$ cat src/rtl/seg7_pkg.sv
// seg7_pkg: shared glyph table, blank code and FSM states for the seven-segment decoder
package seg7_pkg;
  typedef enum logic {SETTLE, LOCKED} state_t;
  localparam logic [6:0] BLANK_CODE = 7'h00;
  localparam logic [6:0] GLYPHS [16] = '{
    7'h3F, 7'h06, 7'h5B, 7'h4F, 7'h66, 7'h6D, 7'h7D, 7'h07,
    7'h7F, 7'h6F, 7'h77, 7'h7C, 7'h39, 7'h5E, 7'h79, 7'h71
  };
endpackage

$ cat src/rtl/seg7_glyph_lut.sv
// seg7_glyph_lut: combinational segment-pattern to hex digit classifier
module seg7_glyph_lut
  import seg7_pkg::*;
(
  input  logic [6:0] pattern,
  output logic [3:0] digit,
  output logic       valid,
  output logic       blank,
  output logic       illegal
);
  always_comb begin
    digit = '0;
    valid = 1'b0;
    for (int i = 0; i < 16; i++)
      if (pattern == GLYPHS[i]) begin
        digit = 4'(i);
        valid = 1'b1;
      end
    blank = pattern == BLANK_CODE;
    illegal = !valid && !blank;
  end
endmodule

$ cat src/rtl/seg7_decode.sv
// seg7_decode: debounced seven-segment observer; change counter enabled by SEG7_DECODE_COUNT_EN
module seg7_decode
  import seg7_pkg::*;
#(
  parameter int STABLE_CYCLES = 4
) (
  input  logic       clk,
  input  logic       rst,
  input  logic [6:0] segments_in,
  output logic [3:0] digit,
  output logic       digit_valid,
  output logic       blank,
  output logic       illegal,
  output logic       new_digit,
  output logic [7:0] change_count
);
  localparam logic [3:0] SC = 4'(STABLE_CYCLES);
  logic [6:0] sync1, seg_s, seg_p, stored;
  logic       have;
  logic [3:0] cnt;
  state_t     state, state_n;
  logic       changed, accept, pulse;
  logic [3:0] lut_digit;
  logic       lut_valid, lut_blank, lut_illegal;
  seg7_glyph_lut u_lut (
    .pattern(seg_s),
    .digit  (lut_digit),
    .valid  (lut_valid),
    .blank  (lut_blank),
    .illegal(lut_illegal)
  );
  always_comb begin
    changed = seg_s != seg_p;
    accept = state == SETTLE && !changed && cnt == SC - 4'd1;
    pulse = accept && (!have || seg_s != stored);
    state_n = changed ? SETTLE : accept ? LOCKED : state;
  end
  always_ff @(posedge clk) begin
    if (rst) begin
      sync1 <= '0;
      seg_s <= '0;
      seg_p <= '0;
      cnt <= '0;
      state <= SETTLE;
      stored <= '0;
      have <= 1'b0;
      digit <= '0;
      digit_valid <= 1'b0;
      blank <= 1'b0;
      illegal <= 1'b0;
      new_digit <= 1'b0;
    end else begin
      sync1 <= segments_in;
      seg_s <= sync1;
      seg_p <= seg_s;
      cnt <= changed ? '0 : cnt == SC ? cnt : cnt + 4'd1;
      state <= state_n;
      new_digit <= pulse;
      if (accept) begin
        stored <= seg_s;
        have <= 1'b1;
        digit_valid <= lut_valid;
        blank <= lut_blank;
        illegal <= lut_illegal;
        if (lut_valid) digit <= lut_digit;
      end
    end
  end
`ifdef SEG7_DECODE_COUNT_EN
  // counts alongside the pulse so both appear after the same edge
  always_ff @(posedge clk) begin
    if (rst) change_count <= '0;
    else if (pulse) change_count <= change_count + 8'd1;
  end
`else
  assign change_count = '0;
`endif
endmodule

$ cat config.mk
export PLATFORM = sky130hd
export DESIGN_NAME = seg7_decode
export DESIGN_NICKNAME = d
export VERILOG_FILES = /design/src/rtl/seg7_pkg.sv /design/src/rtl/seg7_glyph_lut.sv /design/src/rtl/seg7_decode.sv
export SDC_FILE = /design/constraint.sdc
export NUM_CORES = 1
export LEC_CHECK = 0
export BUFFER_PORTS_ARGS = -buffer_cell sky130_fd_sc_hd__buf_4
export CAP_MARGIN = 10
export CORE_MARGIN = 2
export CORE_UTILIZATION = 57
export DETAILED_ROUTE_END_ITERATION = 7
export PLACE_DENSITY_LB_ADDON = 0.05
export SYNTH_ARGS = -nofsm -noshare
export SYNTH_HDL_FRONTEND = slang
export SYNTH_SLANG_ARGS = --single-unit
export TNS_END_PERCENT = 1
$ cat constraint.sdc
create_clock -name clk -period 2.8 [get_ports clk]
set_input_delay 0 -clock clk [delete_from_list [all_inputs] [get_ports clk]]
set_output_delay 0 -clock clk [all_outputs]
set_load 0.05 [all_outputs]
==> results by group, run 1 <==
Status
  – Outcome: finished clean

STA
  – Hold WS: 0.0429 ns
  – Skew final: 0.00702 ns
  – Worst-Margin Slew: 0.596 ns
  – Rel. slew slack: 0.602
  – RSZ-0062 raised after global routing: false
  – Part of the cycle the worst path needs: 0.819
  – Post-route minimum period: 2.29 ns
  – FMAX: 0.436 GHz
  – Setup_tns: 0 ns
  – Pins Over Slew Limit: 0
  – Final Hold Fails: 0
  – Setup violations, final: 0

Die
  – Core ar.: 3340 µm²
  – # rows: 21
  – Die area: about 4000 µm²
  – Width of the die: 62.9 µm
  – Die H: 62.9 µm
  – Top-level port count: 25
  – Initial Utilization: 0.592

Setup path
  – Req. time, crit path: between 3 and 4 ns
  – CP max stage cell: dfxtp_1
  – CP Class: register to register
  – Crit start category: register
  – Cell Chain, Critical Path: or4bb_1, a21oi_1, nor3_1, a31o_4, mux2_4
  – Critical path arrival: about 2.5 ns
  – Worst-path fanout max: 18
  – CP endpoint kind: register
  – Crit-path max cell delay: 0.70 ns

Drt
  – Pre-antenna DRT Iters: 4
  – Vias: 1536
  – Number of DRC markers in iteration 0: 92
  – Vias per cell: 5.41
  – Routed Antenna Nets: 0
  – WL final: 3510 µm
  – DRC Markers: 0
  – Routed length per instance: between 10 and 15 µm

Logic synthesis
  – Number of flops mapped to enable cells by yosys: 0
  – Top cells by area, synth: dfxtp_1, nor2b_1, nand2_1, xnor2_1, a21oi_1
  – Post-Syn Area: 1970 µm²
  – Synth Register Bits: 42
  – Share of synthesized area occupied by flip-flops and latches: 0.426
  – Syn avg cell area: 8.81 µm²
  – Synth cell types: 46
  – Yosys warns: 0
  – Syn Inst Count: 224
  – Post-synthesis async set-or-reset flop share: 0
  – Most common cell in the synthesized netlist: dfxtp_1
  – Synth cell count leaders: dfxtp_1, nand2_1, nor2b_1
  – Synth top area share: 0.426
  – Top FF cell, synth: dfxtp_1
  – Post-synth top area cell: dfxtp_1

Place
  – GPL Wtd Cong: around 0.9
  – IO buf count: 16
  – Post-DP HPWL: 2390 µm

Clocking
  – CTS tree: built
  – Clk pin slew, worst setup/hold paths: 0.11 ns
  – Post-CTS sizing: 0
  – H-tree levels: 2
  – Clk root buf: clkbuf_4
  – Num CTS Buffers: 5
  – Hold buffer count at cts: 7
  – Clk buf depth: 2
  – Post-CTS Setup Inserts: 0
  – Clock Latency Late Sink: approximately 0.34 ns
  – Clock Sinks: 42

Global routing
  – Vias in the first global route: 1454
  – Remaining Overflow, GRT: 0
  – Antenna violations before repair: 0
  – Largest net degree at the start of global routing: 40
  – First-pass GRT wire length: 6280 µm
  – Gr usage total: 0.200

Final layout
  – Area Overhead vs Synth: 10.3%
  – Core Util, Final: 0.652
  – Total inserted antenna cells: 0
  – Nets: 249
  – Fill count: 297
  – Share of cells above drive strength 1: 0.126

Run
  – Max-cap violations: 0

Power and ir drop
  – VDD IR max: 0.437 mV
  – Leak pwr: just over 0.8 nW
  – Pwr per Cell Area: 460 nW/µm²

Min path
  – Hold Path Class: primary input to register
==> routing by layer <==
| layer | global-route usage | routed length [µm] | vias to the layer above |
|---|---|---|---|
| met5 | 0 | 0 | - |
| met4 | 0.0778 | 59 | 0 |
| met2 | 0.335 | 1660 | 31 |
| met1 | 0.245 | 1630 | 732 |
| met3 | 0.0559 | 168 | 5 |
| li1 | - | - | 768 |
==> report_power, final <==
part	internal (mW)	switching (mW)	total [mW]
combinational	0.0419	0.0581	0.100
clock	0.0938	0.177	0.271
sequential	0.611	0.0202	0.631
==> metrics by stage <==
stage          setup WS (ns)  instances  power (mW)  instance area [µm²]
6_report               0.508        284        1.00                 2180
3_3_place_gp           0.590        270       0.733                 2060
2_1_floorplan          0.791        231       0.728                 2000
4_1_cts                0.505        284        1.02                 2180
3_5_place_dp           0.535        270       0.737                 2060
5_1_grt                0.352        284        1.05                 2180
==> layout by cell type (no fill, tap or decap), types with 3 or more instances in the layout <==
cell type       n
nor4_1          4
nand2b_1        3
conb_1          8
o21ai_0         4
a21oi_1        14
nand3b_1        3
xnor2_1        10
inv_1           4
nand4_1         3
xor2_1          7
dfxtp_1        42
nor2b_1        24
nand2_1        24
buf_4          19
nor2_1         15
dlygate4sd3_1   7
or3_1           4
nand3_1         5
clkbuf_4        5
==> final cells by class <==
cell class,count,area [µm²],share of cell area
inverters,4,15.0,0.00690
clock buffers,6,41.3,0.0190
multi-input cells,159,1000,0.460
well taps,46,57.6,0.0264
clock inverters,1,7.51,0.00345
flip-flops and latches,42,841,0.386
repair buffers,26,213,0.0977
==> cells by family (layout without fill, tap and decap cells) <==
kind of cell             after synthesis  count (layout)  share of synthesized area
AND/OR/NAND/NOR                       97              97                      0.271
XOR/XNOR                              17              17                     0.0754
other                                  1               8                    0.00190
adder cells (fa/ha/maj)                2               2                     0.0127
buffers and inverters                 30              37                     0.0798
AO/OA/AOI/OAI                         32              32                      0.116
multiplexers                           3               3                     0.0177
flip-flops                            42              42                      0.426
==> path summary, 6_finish.rpt <==
check                start       end  slack, ns  cells past startpoint
setup / recovery  seg_s[3]  digit[0]       0.51                      5
hold / removal         rst  seg_p[3]       0.04                      2
setup reg to reg  seg_s[3]  digit[0]       0.51                      5
hold reg to reg   sync1[6]  seg_s[6]       0.45                      1
==> flip-flops by register name, summed over array words and instances (netlist names) <==
| signal | flops |
|---|---|
| blank | 1 |
| illegal | 1 |
| cnt | 4 |
| have | 1 |
| seg_s | 7 |
| seg_p | 7 |
| digit_valid | 1 |
| stored | 7 |
| state | 1 |
| digit | 4 |
| new_digit | 1 |
| sync1 | 7 |
==> worst max-delay path: cells and delay by family (launching register included) <==
family	cells	cell delay, ns
mux	1	0.29
flops	1	0.70
compound gates	2	0.53
simple gates	2	0.67
Note: power is estimated with default switching activity, not from simulation.
==> run 2, diff against run 1 <==
--- a/config.mk
+++ b/config.mk
@@ -5,10 +5,11 @@
 export SDC_FILE = /design/constraint.sdc
 export NUM_CORES = 1
 export LEC_CHECK = 0
+export ABC_AREA = 1
 export BUFFER_PORTS_ARGS = -buffer_cell sky130_fd_sc_hd__buf_4
 export CAP_MARGIN = 10
 export CORE_MARGIN = 2
-export CORE_UTILIZATION = 57
+export CORE_UTILIZATION = 51
 export DETAILED_ROUTE_END_ITERATION = 7
 export PLACE_DENSITY_LB_ADDON = 0.05
 export SYNTH_ARGS = -nofsm -noshare
==> constraint.sdc (replaced) <==
create_clock -name clk -period 2.1 [get_ports clk]
set_input_delay 0 -clock clk [delete_from_list [all_inputs] [get_ports clk]]
set_output_delay 0 -clock clk [all_outputs]
set_load 0.05 [all_outputs]
==> results by group, run 2 <==
Status
  – Outcome: finished clean

Clocking
  – Clock Sinks: 42 (unchanged)
  – Num CTS Buffers: 5 (unchanged)
  – Post-CTS sizing: 0 (unchanged)
  – CTS tree: built
  – Clk buf depth: 2 (unchanged)
  – Clk pin slew, worst setup/hold paths: 0.08 ns (-0.03 ns)
  – Clk root buf: clkbuf_8
  – Clock Latency Late Sink: 0.29 ns (-0.05 ns)
  – H-tree levels: 2 (unchanged)

Place
  – Placed Cells: 317 (+17%)
  – IO buf count: 16 (unchanged)
  – GPL Wtd Cong: 1.02 (+14%)
  – Post-DP HPWL: 2680 µm (+12%)

Drt
  – Routed Antenna Nets: 0 (unchanged)
  – WL final: 3670 µm (+4.5%)
  – Pre-antenna DRT Iters: 4 (unchanged)
  – Number of DRC markers in iteration 0: 109 (+18%)
  – Vias per cell: 4.88 (-9.8%)
  – Vias: 1619 (+5.4%)
  – Routed length per instance: 11.1 µm (-11%)
  – DRC Markers: 0 (unchanged)

Setup path
  – Reg2Reg Depth: 9 (+4)
  – CP Class: register to register
  – Req. time, crit path: 2.29 ns (-0.75 ns)
  – Worst-path fanout max: 9 (-9)
  – R2r setup slk: 0.38 ns (-0.12 ns)
  – CP endpoint kind: register
  – Critical path arrival: 1.90 ns (-0.63 ns)
  – CP max stage cell: dfxtp_1
  – Crit-path max cell delay: 0.53 ns (-0.17 ns)
  – R2r endpoint: digit[1]
  – Crit start category: register
  – Cell Chain, Critical Path: xnor2_2, nand2_1, nor2_2, nand2_1, nor2_2, buf_4, o21ai_4, nor3_1, nor2_1
  – R2r startpoint: seg_s[2]

Min path
  – Hold Crit Depth: 2 (unchanged)
  – Worst Hold Path EP: illegal
  – Hold Path Class: primary input to register
  – Hold path startpoint: rst

Logic synthesis
  – Synth top area share: 0.422 (-0.00401)
  – Syn avg cell area: 7.64 µm² (-13%)
  – Synth cell count leaders: dfxtp_1, nand2_1, nor2_1
  – Share of synthesized area occupied by flip-flops and latches: 0.422 (-0.00401)
  – Post-synthesis async set-or-reset flop share: 0 (unchanged)
  – Yosys warns: 0 (unchanged)
  – Post-Syn Area: 1990 µm² (+0.95%)
  – Synth cell types: 35 (-24%)
  – Most common cell in the synthesized netlist: dfxtp_1
  – Top cells by area, synth: dfxtp_1, nand2_1, nor2_1, inv_1, a21oi_1
  – Post-synth top area cell: dfxtp_1
  – Number of flops mapped to enable cells by yosys: 0 (unchanged)
  – Top FF cell, synth: dfxtp_1
  – Synth Register Bits: 42 (unchanged)
  – Syn Inst Count: 261 (+17%)

STA
  – RSZ-0062 raised after global routing: false
  – FMAX: 0.583 GHz (+34%)
  – Setup violations, final: 0 (unchanged)
  – Part of the cycle the worst path needs: 0.817 (-0.00157)
  – Setup_tns: 0 ns (unchanged)
  – Final Hold Fails: 0 (unchanged)
  – Post-route minimum period: 1.72 ns (-0.576 ns)
  – Pins Over Slew Limit: 0 (unchanged)
  – Skew final: 0.00516 ns (-0.00186 ns)

Power and ir drop
  – Sw power: 0.385 mW (+51%)
  – Clk pwr share: 0.393 (+0.123)
  – Sequential Power Share: 0.519 (-0.111)
  – Pwr per Cell Area: 707 nW/µm² (+54%)
  – Sw frac: 0.240 (-0.0145)
  – Logic pwr share: 0.088 (-0.012)
  – Internal power: 1.22 mW (+63%)
  – Leak pwr: 0.995 nW (+22%)
  – VDD IR max: 0.528 mV (+21%)

Final layout
  – Most frequent cells in the layout: dfxtp_1, nand2_1, nor2_1
  – Most common cell after layout, fill and taps aside: dfxtp_1
  – Post-route insts no fill: 332 (+17%)
  – Nets: 294 (+18%)
  – Share of cells above drive strength 1: 0.197 (+0.0711)
  – Total inserted antenna cells: 0 (unchanged)
  – Area Overhead vs Synth: 13.7%

Die
  – Core ar.: 3720 µm² (+11%)
  – Die H: 66.5 µm (+5.8%)
  – Die area: 4420 µm² (+12%)
  – Initial Utilization: 0.536 (-0.0553)
  – Width of the die: 66.5 µm (+5.8%)
  – # rows: 22 (+4.8%)
  – Top-level port count: 25 (unchanged)

Global routing
  – First-pass GRT wire length: 6330 µm (+0.88%)
  – Gr usage total: 0.190 (-0.0105)
  – Largest net degree at the start of global routing: 28 (-30%)
  – Antenna violations before repair: 0 (unchanged)
  – Vias in the first global route: 1478 (+1.7%)
  – Remaining Overflow, GRT: 0 (unchanged)

Run
  – Max-cap violations: 0 (unchanged)
==> run 2: cell count changes in the layout (fill, tap and decap cells not counted), sizes merged, moves of 4 or more <==
cell   before  now
inv         4   35
nand2      24   47
nor2       15   49
nor2b      24    0
nor3        2    7
nor4        4    0
o21ai       4   13
or3         4    0
xor2        7    2
==> run 2: kinds of logic (layout without fill, tap and decap cells) <==
kind of cell | count (synthesis) | in the layout | synth area share
simple gates | 118 | 118 | 0.280
buf+inv | 53 | 69 | 0.134
flops | 42 | 42 | 0.422
compound gates | 36 | 36 | 0.106
xor+xnor | 9 | 9 | 0.0433
fa+ha+maj | 2 | 2 | 0.0126
other cells | 1 | 8 | 0.00188
==> run 2: metal layers <==
| layer | global-route usage | vias up | wire length, µm |
|---|---|---|---|
| met5 | 0 | - | 0 |
| met4 | 0.0536 | 0 | 49 |
| met3 | 0.0507 | 7 | 172 |
| met2 | 0.309 | 46 | 1620 |
| met1 | 0.247 | 727 | 1830 |
| li1 | - | 839 | - |
==> run 2: worst max-delay path, delay by kind of cell, from the launching register on <==
kind	cells	cell delay, ns
xor+xnor	1	0.16
simple gates	6	0.64
buf+inv	1	0.19
compound gates	1	0.09
flops	1	0.53
==> run 2: stage by stage <==
stage               setup slack (ns)  total power [mW]  hold slack (ns)  utilization  instance area (µm²)
floorplan                      0.718             0.965            0.107            -                 2020
global placement               0.411             0.980            0.200        0.561                 2090
detailed placement             0.396             0.980            0.208        0.561                 2090
CTS                            0.378              1.61           0.0651        0.610                 2270
global route                   0.204              1.67           0.0648        0.610                 2270
finish                         0.384              1.60           0.0610        0.610                 2270
==> run 2: final cells by class <==
class	count	area [µm²]
Timing Repair Buffer	26	213
Inverter	35	131
Tap cell	48	60.1
Clock buffer	6	72.6
Fill cell	334	1450
Multi-Input combinational cell	173	911
Clock inverter	2	37.5
Sequential cell	42	841
==> run 2: repair_timing <==
item | in CTS | in global routing
hold buffers | 7 | 0
buffers inserted | 0 | 0
hold endpoints to repair | 7 | 0
==> run 2: worst max-delay path by stage <==
stage | startpoint | end | slack [ns]
floorplan | seg_s[4] | digit[0] | 0.72
global placement | seg_s[2] | digit[1] | 0.41
detailed placement | seg_s[2] | digit[1] | 0.40
CTS | seg_s[2] | digit[1] | 0.38
global route | seg_s[5] | digit[3] | 0.20
finish | seg_s[2] | digit[1] | 0.38
==> run 2: power groups by stage <==
stage	logic [mW]	clock network, mW	registers, mW
after floorplan	0.123	0	0.842
after global placement	0.130	0	0.850
final	0.141	0.629	0.831
after detailed placement	0.130	0	0.850
after global routing	0.157	0.682	0.834
after CTS	0.141	0.640	0.831
